==> src/rtl/logic_unit_pkg.sv <==
// Shared op encoding for the logic slice and the future ALU decoder.
// Op width is fixed; all eight codes are legal.
package logic_unit_pkg;

   localparam int OPW = 3;

   typedef enum logic [OPW-1:0] {
      OP_BUF  = 3'd0,
      OP_NOT  = 3'd1,
      OP_AND  = 3'd2,
      OP_OR   = 3'd3,
      OP_XOR  = 3'd4,
      OP_NAND = 3'd5,
      OP_NOR  = 3'd6,
      OP_XNOR = 3'd7
   } op_e;

endpackage

==> src/rtl/logic_unit_pipe_if.sv <==
// Request/response bundle of the pipelined logic unit.
// master drives operands and out_ready; slave is the unit itself.
interface logic_unit_pipe_if #(
   parameter int WIDTH = 8
);
   import logic_unit_pkg::*;

   logic             in_valid;
   logic             in_ready;
   logic [OPW-1:0]   op;
   logic [WIDTH-1:0] in1;
   logic [WIDTH-1:0] in2;
   logic             out_valid;
   logic             out_ready;
   logic [WIDTH-1:0] out;
   logic             zero;
   logic             parity;

   modport master (
      output in_valid, op, in1, in2, out_ready,
      input  in_ready, out_valid, out, zero, parity
   );

   modport slave (
      input  in_valid, op, in1, in2, out_ready,
      output in_ready, out_valid, out, zero, parity
   );

endinterface

==> src/rtl/logic_op_comb.sv <==
// Combinational bitwise op decode with zero/parity of the fresh result.
// Flags come from this result, never from registered state.
module logic_op_comb
   import logic_unit_pkg::*;
#(
   parameter int WIDTH = 8
) (
   input  logic [OPW-1:0]   i_op,
   input  logic [WIDTH-1:0] i_a,
   input  logic [WIDTH-1:0] i_b,
   output logic [WIDTH-1:0] o_res,
   output logic             o_zero,
   output logic             o_parity
);

   logic [WIDTH-1:0] w_res;

   always_comb begin
      w_res = i_a;
      unique case (op_e'(i_op))
         OP_BUF:  w_res = i_a;
         OP_NOT:  w_res = ~i_a;
         OP_AND:  w_res = i_a & i_b;
         OP_OR:   w_res = i_a | i_b;
         OP_XOR:  w_res = i_a ^ i_b;
         OP_NAND: w_res = ~(i_a & i_b);
         OP_NOR:  w_res = ~(i_a | i_b);
         OP_XNOR: w_res = ~(i_a ^ i_b);
      endcase
   end

   assign o_res    = w_res;
   assign o_zero   = ~|w_res;
   assign o_parity = ^w_res;

endmodule

==> src/rtl/logic_unit_pipe.sv <==
// Registered logic slice: output register plus one-entry skid buffer.
// in_ready is registered as the complement of next-cycle skid occupancy.
module logic_unit_pipe #(
   parameter int WIDTH = 8
) (
   input  logic               clk,
   input  logic               rst_n,
   logic_unit_pipe_if.slave   bus
);

   logic [WIDTH-1:0] w_res;
   logic             w_zero;
   logic             w_par;
   logic             w_acc;
   logic             w_drn;

   logic             r_or_v, w_or_v_n;
   logic [WIDTH-1:0] r_or_d, w_or_d_n;
   logic             r_or_z, w_or_z_n;
   logic             r_or_p, w_or_p_n;
   logic             r_sk_v, w_sk_v_n;
   logic [WIDTH-1:0] r_sk_d, w_sk_d_n;
   logic             r_sk_z, w_sk_z_n;
   logic             r_sk_p, w_sk_p_n;
   logic             r_in_ready;

   logic_op_comb #(.WIDTH(WIDTH)) u_op (
      .i_op     (bus.op),
      .i_a      (bus.in1),
      .i_b      (bus.in2),
      .o_res    (w_res),
      .o_zero   (w_zero),
      .o_parity (w_par)
   );

   assign w_acc = bus.in_valid & r_in_ready;
   assign w_drn = r_or_v & bus.out_ready;

   always_comb begin
      w_or_v_n = r_or_v;
      w_or_d_n = r_or_d;
      w_or_z_n = r_or_z;
      w_or_p_n = r_or_p;
      w_sk_v_n = r_sk_v;
      w_sk_d_n = r_sk_d;
      w_sk_z_n = r_sk_z;
      w_sk_p_n = r_sk_p;
      if (!r_or_v || (w_drn && !r_sk_v)) begin
         if (w_acc) begin
            w_or_v_n = 1'b1;
            w_or_d_n = w_res;
            w_or_z_n = w_zero;
            w_or_p_n = w_par;
         end else if (w_drn) begin
            w_or_v_n = 1'b0;
         end
      end else if (r_sk_v && w_drn) begin
         w_or_d_n = r_sk_d;
         w_or_z_n = r_sk_z;
         w_or_p_n = r_sk_p;
         w_sk_v_n = 1'b0;
      end else if (w_acc) begin
         // OR is stalled: park the new word in the skid slot
         w_sk_v_n = 1'b1;
         w_sk_d_n = w_res;
         w_sk_z_n = w_zero;
         w_sk_p_n = w_par;
      end
   end

   always_ff @(posedge clk or negedge rst_n) begin
      if (!rst_n) begin
         r_or_v     <= 1'b0;
         r_or_d     <= '0;
         r_or_z     <= 1'b0;
         r_or_p     <= 1'b0;
         r_sk_v     <= 1'b0;
         r_sk_d     <= '0;
         r_sk_z     <= 1'b0;
         r_sk_p     <= 1'b0;
         r_in_ready <= 1'b1;
      end else begin
         r_or_v     <= w_or_v_n;
         r_or_d     <= w_or_d_n;
         r_or_z     <= w_or_z_n;
         r_or_p     <= w_or_p_n;
         r_sk_v     <= w_sk_v_n;
         r_sk_d     <= w_sk_d_n;
         r_sk_z     <= w_sk_z_n;
         r_sk_p     <= w_sk_p_n;
         r_in_ready <= ~w_sk_v_n;
      end
   end

   assign bus.in_ready  = r_in_ready;
   assign bus.out_valid = r_or_v;
   assign bus.out       = r_or_d;
   assign bus.zero      = r_or_z;
   assign bus.parity    = r_or_p;

endmodule

==> src/flat_wrapper.sv <==
// flat-port wrapper written by rule: the top's interface ports become plain ports
module logic_unit_pipe_flat 
#(
   parameter int WIDTH = 8
)
  (clk, rst_n, bus_in_valid, bus_op, bus_in1, bus_in2, bus_out_ready, bus_in_ready, bus_out_valid, bus_out, bus_zero, bus_parity);
  logic_unit_pipe_if #(.WIDTH(WIDTH)) bus_i ();
  input  logic clk;
  input  logic rst_n;
  input wire logic [$bits(bus_i.in_valid)-1:0] bus_in_valid;
  input wire logic [$bits(bus_i.op)-1:0] bus_op;
  input wire logic [$bits(bus_i.in1)-1:0] bus_in1;
  input wire logic [$bits(bus_i.in2)-1:0] bus_in2;
  input wire logic [$bits(bus_i.out_ready)-1:0] bus_out_ready;
  output wire logic [$bits(bus_i.in_ready)-1:0] bus_in_ready;
  output wire logic [$bits(bus_i.out_valid)-1:0] bus_out_valid;
  output wire logic [$bits(bus_i.out)-1:0] bus_out;
  output wire logic [$bits(bus_i.zero)-1:0] bus_zero;
  output wire logic [$bits(bus_i.parity)-1:0] bus_parity;
  assign bus_i.in_valid = bus_in_valid;
  assign bus_i.op = bus_op;
  assign bus_i.in1 = bus_in1;
  assign bus_i.in2 = bus_in2;
  assign bus_i.out_ready = bus_out_ready;
  assign bus_in_ready = bus_i.in_ready;
  assign bus_out_valid = bus_i.out_valid;
  assign bus_out = bus_i.out;
  assign bus_zero = bus_i.zero;
  assign bus_parity = bus_i.parity;
  logic_unit_pipe #(.WIDTH(WIDTH)) u_core (.clk(clk), .rst_n(rst_n), .bus(bus_i));
endmodule
==> config.mk <==
export PLATFORM = sky130hd
export DESIGN_NAME = logic_unit_pipe_flat
export DESIGN_NICKNAME = d
export VERILOG_FILES = /design/src/rtl/logic_unit_pkg.sv /design/src/rtl/logic_unit_pipe_if.sv /design/src/rtl/logic_op_comb.sv /design/src/rtl/logic_unit_pipe.sv /design/src/flat_wrapper.sv
export SDC_FILE = /design/constraint.sdc
export NUM_CORES = 1
export LEC_CHECK = 0
export ABC_AREA = 1
export CORE_MARGIN = 2
export CORE_UTILIZATION = 50
export DETAILED_ROUTE_END_ITERATION = 8
export GPL_ROUTABILITY_DRIVEN = 0
export PLACE_DENSITY = 0.76
export SYNTH_ARGS = -nofsm -noshare
export SYNTH_HDL_FRONTEND = slang
export SYNTH_SLANG_ARGS = --single-unit
==> constraint.sdc <==
create_clock -name clk -period 2.5 [get_ports clk]
set_clock_uncertainty 0.15 [all_clocks]
set_input_delay 0.375 -clock clk [delete_from_list [all_inputs] [get_ports clk]]
set_output_delay 0.375 -clock clk [all_outputs]
set_load 0.05 [all_outputs]
# Word-level counts from Yosys, hierarchy flattened
# Cells that the tools add are included.
[classes]
n_eq_ne = 8
muxes = 15
bitwise = 12
reduce_logical = 14
[op_table]
columns = ["operator", "n"]
rows = [
  ["$pmux W8 S8", 1],
  ["$not A8 Y8", 4],
  ["$mux W8", 3],
  ["$eq A3 B3 Y1 const B", 4],
  ["$mux W1", 11],
  ["$and A8 B8 Y8", 1],
  ["$or A8 B8 Y8", 1],
  ["$reduce_or A8 Y1", 1],
  ["$reduce_xor A8 Y1", 1],
  ["$xor A8 B8 Y8", 1],
  ["$eq A3 B2 Y1 const B", 2],
  ["$reduce_and A2 Y1", 2],
  ["$reduce_bool A2 Y1", 2],
  ["$eq A3 B1 Y1 const B", 1],
  ["$logic_not A1 Y1", 3],
  ["$logic_not A3 Y1", 1],
  ["$not A1 Y1", 3],
  ["$reduce_and A3 Y1", 1],
  ["$and A1 B1 Y1", 2],
  ["$logic_and A1 B1 Y1", 2],
  ["$ne A2 B1 Y1 const B", 1],
  ["$logic_or A1 B1 Y1", 1],
]
[word_totals]
reg_bits = 23

# Longest topological paths before layout
# Gate-level depths: netlist (run 1).
[depth]
word_depth = 7
mapped_depth = 13
mapped_depth_nobuf = 13

# Cells and area by module
# From an unflattened synthesis (run 1), not the netlist that was laid out.
[unflattened]
hier_cells = 349
area_unflattened_um2 = 2244.7
[modules_own_cells]
columns = ["mod", "n_inst", "cells_per_inst", "area_each_um2", "seq_area_each_um2"]
rows = [
  ["logic_op_comb", 1, 215, 1138.6, 0.0],
  ["logic_unit_pipe", 1, 134, 1106.1, 576.8],
]

# Worst setup path before layout (run 1)
# No wires, ideal clock.
[synth_timing]
path_type = "input to register"
startpoint = "input port bus_op[1]"
endpoint = "register u_core.r_or_p (netlist: u_core.bus.parity)"
setup_ns = 0.077
arrival_ns = 1.851
path_slack_ns = 0.421
stages = 12
path_cell_list = "nor2_4 nand2_2 inv_2 buf_2 nand2_1 nand3_1 inv_1 ha_1 xnor2_1 xnor2_1 nand2_1 a21oi_1"
[synth_via]
elab_chain_len = 5
elab_cells_between_ends = 12
classes_between = "eq/ne (7); mux (3); reduce/logical (2)"
[synth_rtl]
columns = ["item", "line_no", "rtl"]
rows = [
  ["start, declared", "flat_wrapper.sv:11", "input wire logic [$bits(bus_i.op)-1:0] bus_op;"],
  ["$eq A3 B3 Y1, or another cell as far along", "logic_op_comb.sv:20", "unique case (op_e'(i_op))"],
  ["$pmux W8 S8 *", "logic_op_comb.sv:20", ""],
  ["$reduce_xor A8 Y1 *", "logic_op_comb.sv:34", "assign o_parity = ^w_res;"],
  ["$mux W1 *", "logic_unit_pipe.sv:49", "if (w_acc) begin"],
  ["$mux W1 *", "logic_unit_pipe.sv:48", "if (!r_or_v || (w_drn && !r_sk_v)) begin"],
  ["end signal, assigned", "logic_unit_pipe.sv:86", "r_or_p <= w_or_p_n;"],
  ["end, declared", "logic_unit_pipe.sv:20", "logic r_or_p, w_or_p_n;"],
]
# Mark *: on every way between the ends. The rest lies on a longest branch, timed or not. The select of a mux whose other input is x is not followed.
# A chain may end at the register's enable or synchronous reset.

# Final worst setup path (run 1)
# Same ends and word-level chain as after synthesis.

==> metrics.cfg, run 1 <==
[run_status]
outcome=completed

[drt]
vias=2294
drtPass1Iterations=4
drt_iter0_drc=223
ant_nets=0
routed_wl_microns=5850
drc=0
drt-vias-per-instance=5.26
wire_per_inst_microns=13.4

[logic_synthesis]
mappedNetlistArea_sq_mm=0.00207
ys_seq_elements=23
yosysTopAreaCellShare=0.266
synth_top_area_cell=dfrtp_1
ys_top_cells_by_area=dfrtp_1, nand2_1, ha_1, inv_1, nand4_1
netlist_instances=317
yosys_warnings=0
synthesis.nets=360
synth_cell_types=22
seq_area_frac_synth=0.279
syn_area_per_cell_sq_um=6.53

[power]
peakVddDrop_mv=0.634
p_seq_frac=0.276
comb_power_share=0.622
p_per_area_mw_per_mm2=761
intPower_uw=1200
total_power_uw=2310
power.static_leakage_uw=0.00169
power_switching_uw=1110
pwr-share-clk=0.103
netSwitchingFraction=0.480

[grt]
antenna_found_initial=0
grt_pass1_wl_microns=9020
grt_usage=0.250
overflow=0
grt_max_degree=24
grt_pass1_vias=2183

[clock_tree]
clock_latency_ns=0.27
root_buffer=clkbuf_8
clk_pin_slew_worst_paths_ns=0.08
cts_buffers=3
cts.hold.buffers_added=0
htreeDepth=1
cts.sinks=23
cts_tree=built
cts_buffer_depth=2

[timing]
setup_violations=0
finalWorstSetupSlack_ns=0.181
fmax_mhz=431
slew_headroom=0.664
period_share=0.928
maxSlewViolCount=0
tightest_slew_ns=0.503
hold_violations=0
finalCriticalPeriod_ns=2.32

[finish]
drive_above_1_share=0.254
area_growth_pct=46.8
stdcell_area_sq_mm=0.00304
diodes=0
fin_util=0.760
register_area_sq_um=577
final_nets=430
fillers=316
multi_input_area_sq_mm=0.00144

[place]
post-place-ws_ns=-0.327
placed_area_sq_mm=0.00268
dp_hpwl_microns=4020
portBuffers=34

[worst_setup_path]
end_kind=flip-flop
cp-endpoint=u_core.bus.parity
crit_type=input pin to flip-flop
worstPathMaxFanout=8
rr_endpoint=u_core.bus.out[0]
crit_start=bus_op[1]
start_kind=input pin
cp.arrival_ns=2.37
regToRegSetupSlack_ns=0.75
worstPathRequired_ns=2.55
r2r-start=u_core.bus.out_valid
rr_worst_depth=6

[floorplan]
die_w_microns=68.4
ios=35
core-area_sq_mm=0.00400
fp-row-count=23
die-height_microns=68.4
dieArea_sq_mm=0.00467
start_util=0.518

[worst_hold_path]
hp-class=flip-flop to flip-flop
hold_depth=1

[job]
maxCapViolCount=0

## power by group through the flow
stage | Combinational [uW] | Clock (uW) | Sequential, uW
2_1_floorplan | 542 | 0 | 967
3_3_place_gp | 1270 | 0 | 638
3_5_place_dp | 1290 | 0 | 644
4_1_cts | 1300 | 242 | 637
5_1_grt | 1570 | 260 | 657
6_report | 1440 | 237 | 638
## per-stage QoR
step / std cells / hold WS [ns] / setup TNS [ns]
finish: 436 / 0.291 / 0
CTS: 429 / 0.295 / 0
detailed placement: 425 / 0.279 / -0.695
global placement: 425 / 0.265 / -0.463
floorplan: 317 / -0.0706 / 0
global route: 436 / 0.334 / -0.00663
## worst max-delay path: stages
cell and delay, ns:
dlygate4sd2_1 0.41, nor2_1 0.10, buf_4 0.19, nand3_1 0.09, nand2_1 0.07, nor2_2 0.14, nand3_2 0.12, nand2_2 0.11
ha_4 0.20, xor2_2 0.15, xnor2_2 0.17, nand2_1 0.09, a21oi_2 0.15
## sequential cells by signal, summed over array words and instances, names as in the netlist
signal and count:
u_core.bus.out 8, u_core.r_sk_d 8, u_core.bus.in_ready 1, u_core.bus.out_valid 1
u_core.bus.parity 1, u_core.bus.zero 1, u_core.r_sk_p 1, u_core.r_sk_v 1
u_core.r_sk_z 1
## cells by family after synthesis
kind of cell,Yosys count,share of synthesized area
and+or+nand+nor,188,0.405
buffers and inverters,61,0.127
AOI/OAI and AO/OA,22,0.0550
xor gates and xnor gates,3,0.0127
adders and majority gates,20,0.121
DFF,23,0.279
## final cells by class
cell class	count	area share
tap	50	0.0206
clock inverter	1	0.00247
timing repair buffer	75	0.236
inverter	51	0.0630
clock buffer	3	0.0136
multi-input combinational	233	0.475
sequential	23	0.190
## cells in the final DEF (no fill, tap or decap), types with 2 or more instances in the layout
cell type / n
nand2_1: 90
o21ai_2: 2
inv_2: 18
dlymetal6s2s_1: 17
nand2_2: 5
clkdlybuf4s50_1: 15
nor2_4: 2
nand3_4: 2
nand3_1: 24
dlygate4sd2_1: 2
a21oi_1: 8
nor2_2: 6
buf_4: 38
o21ai_0: 2
o21ai_1: 9
nor2_1: 31
nand4_1: 25
ha_1: 10
buf_12: 2
ha_4: 10
clkbuf_8: 3
nand3_2: 3
inv_1: 33
dfrtp_1: 22
## synthesized netlist by cell type, drive strengths merged
library cell / count
a21oi: 9
buf: 10
dfrtp: 22
dfstp: 1
ha: 20
inv: 51
nand2: 95
nand3: 29
nand4: 25
nor2: 39
o21ai: 13
xnor2: 2
xor2: 1
## repair_timing
item / in CTS / in global routing
pin swaps: 0 / 24
setup endpoints to repair: 1 / 3
gates resized for setup: 3 / 62
buffers inserted: 0 / 7
endpoints found under the hold margin: 0 / 0
## routing by layer
metal	track usage	wire length, microns	vias to the layer above
li1	-	-	1148
met1	0.313	2470	1073
met2	0.448	3030	64
met3	0.0378	289	9
met4	0.0600	65	0
met5	0	0	-
## worst min path at each step
stage / from / endpoint / slack [ns]
global route: rst_n / u_core.r_sk_v / 0.33
detailed placement: u_core.r_sk_v / u_core.bus.in_ready / 0.28
global placement: u_core.r_sk_v / u_core.bus.in_ready / 0.27
floorplan: rst_n / u_core.bus.out[0] / -0.07
finish: u_core.r_sk_v / u_core.bus.in_ready / 0.29
CTS: u_core.r_sk_v / u_core.bus.in_ready / 0.30
No activity file was read; power rests on OpenSTA's default activity.
==> run 2: changes to the inputs <==
--- a/config.mk
+++ b/config.mk
@@ -8,6 +8,7 @@
 export ABC_AREA = 1
 export CORE_MARGIN = 2
 export CORE_UTILIZATION = 50
+export CTS_CLUSTER_SIZE = 16
 export DETAILED_ROUTE_END_ITERATION = 8
 export GPL_ROUTABILITY_DRIVEN = 0
 export PLACE_DENSITY = 0.76
==> results of run 2 <==
Final layout, timing and power as in run 1 (identical DEF).
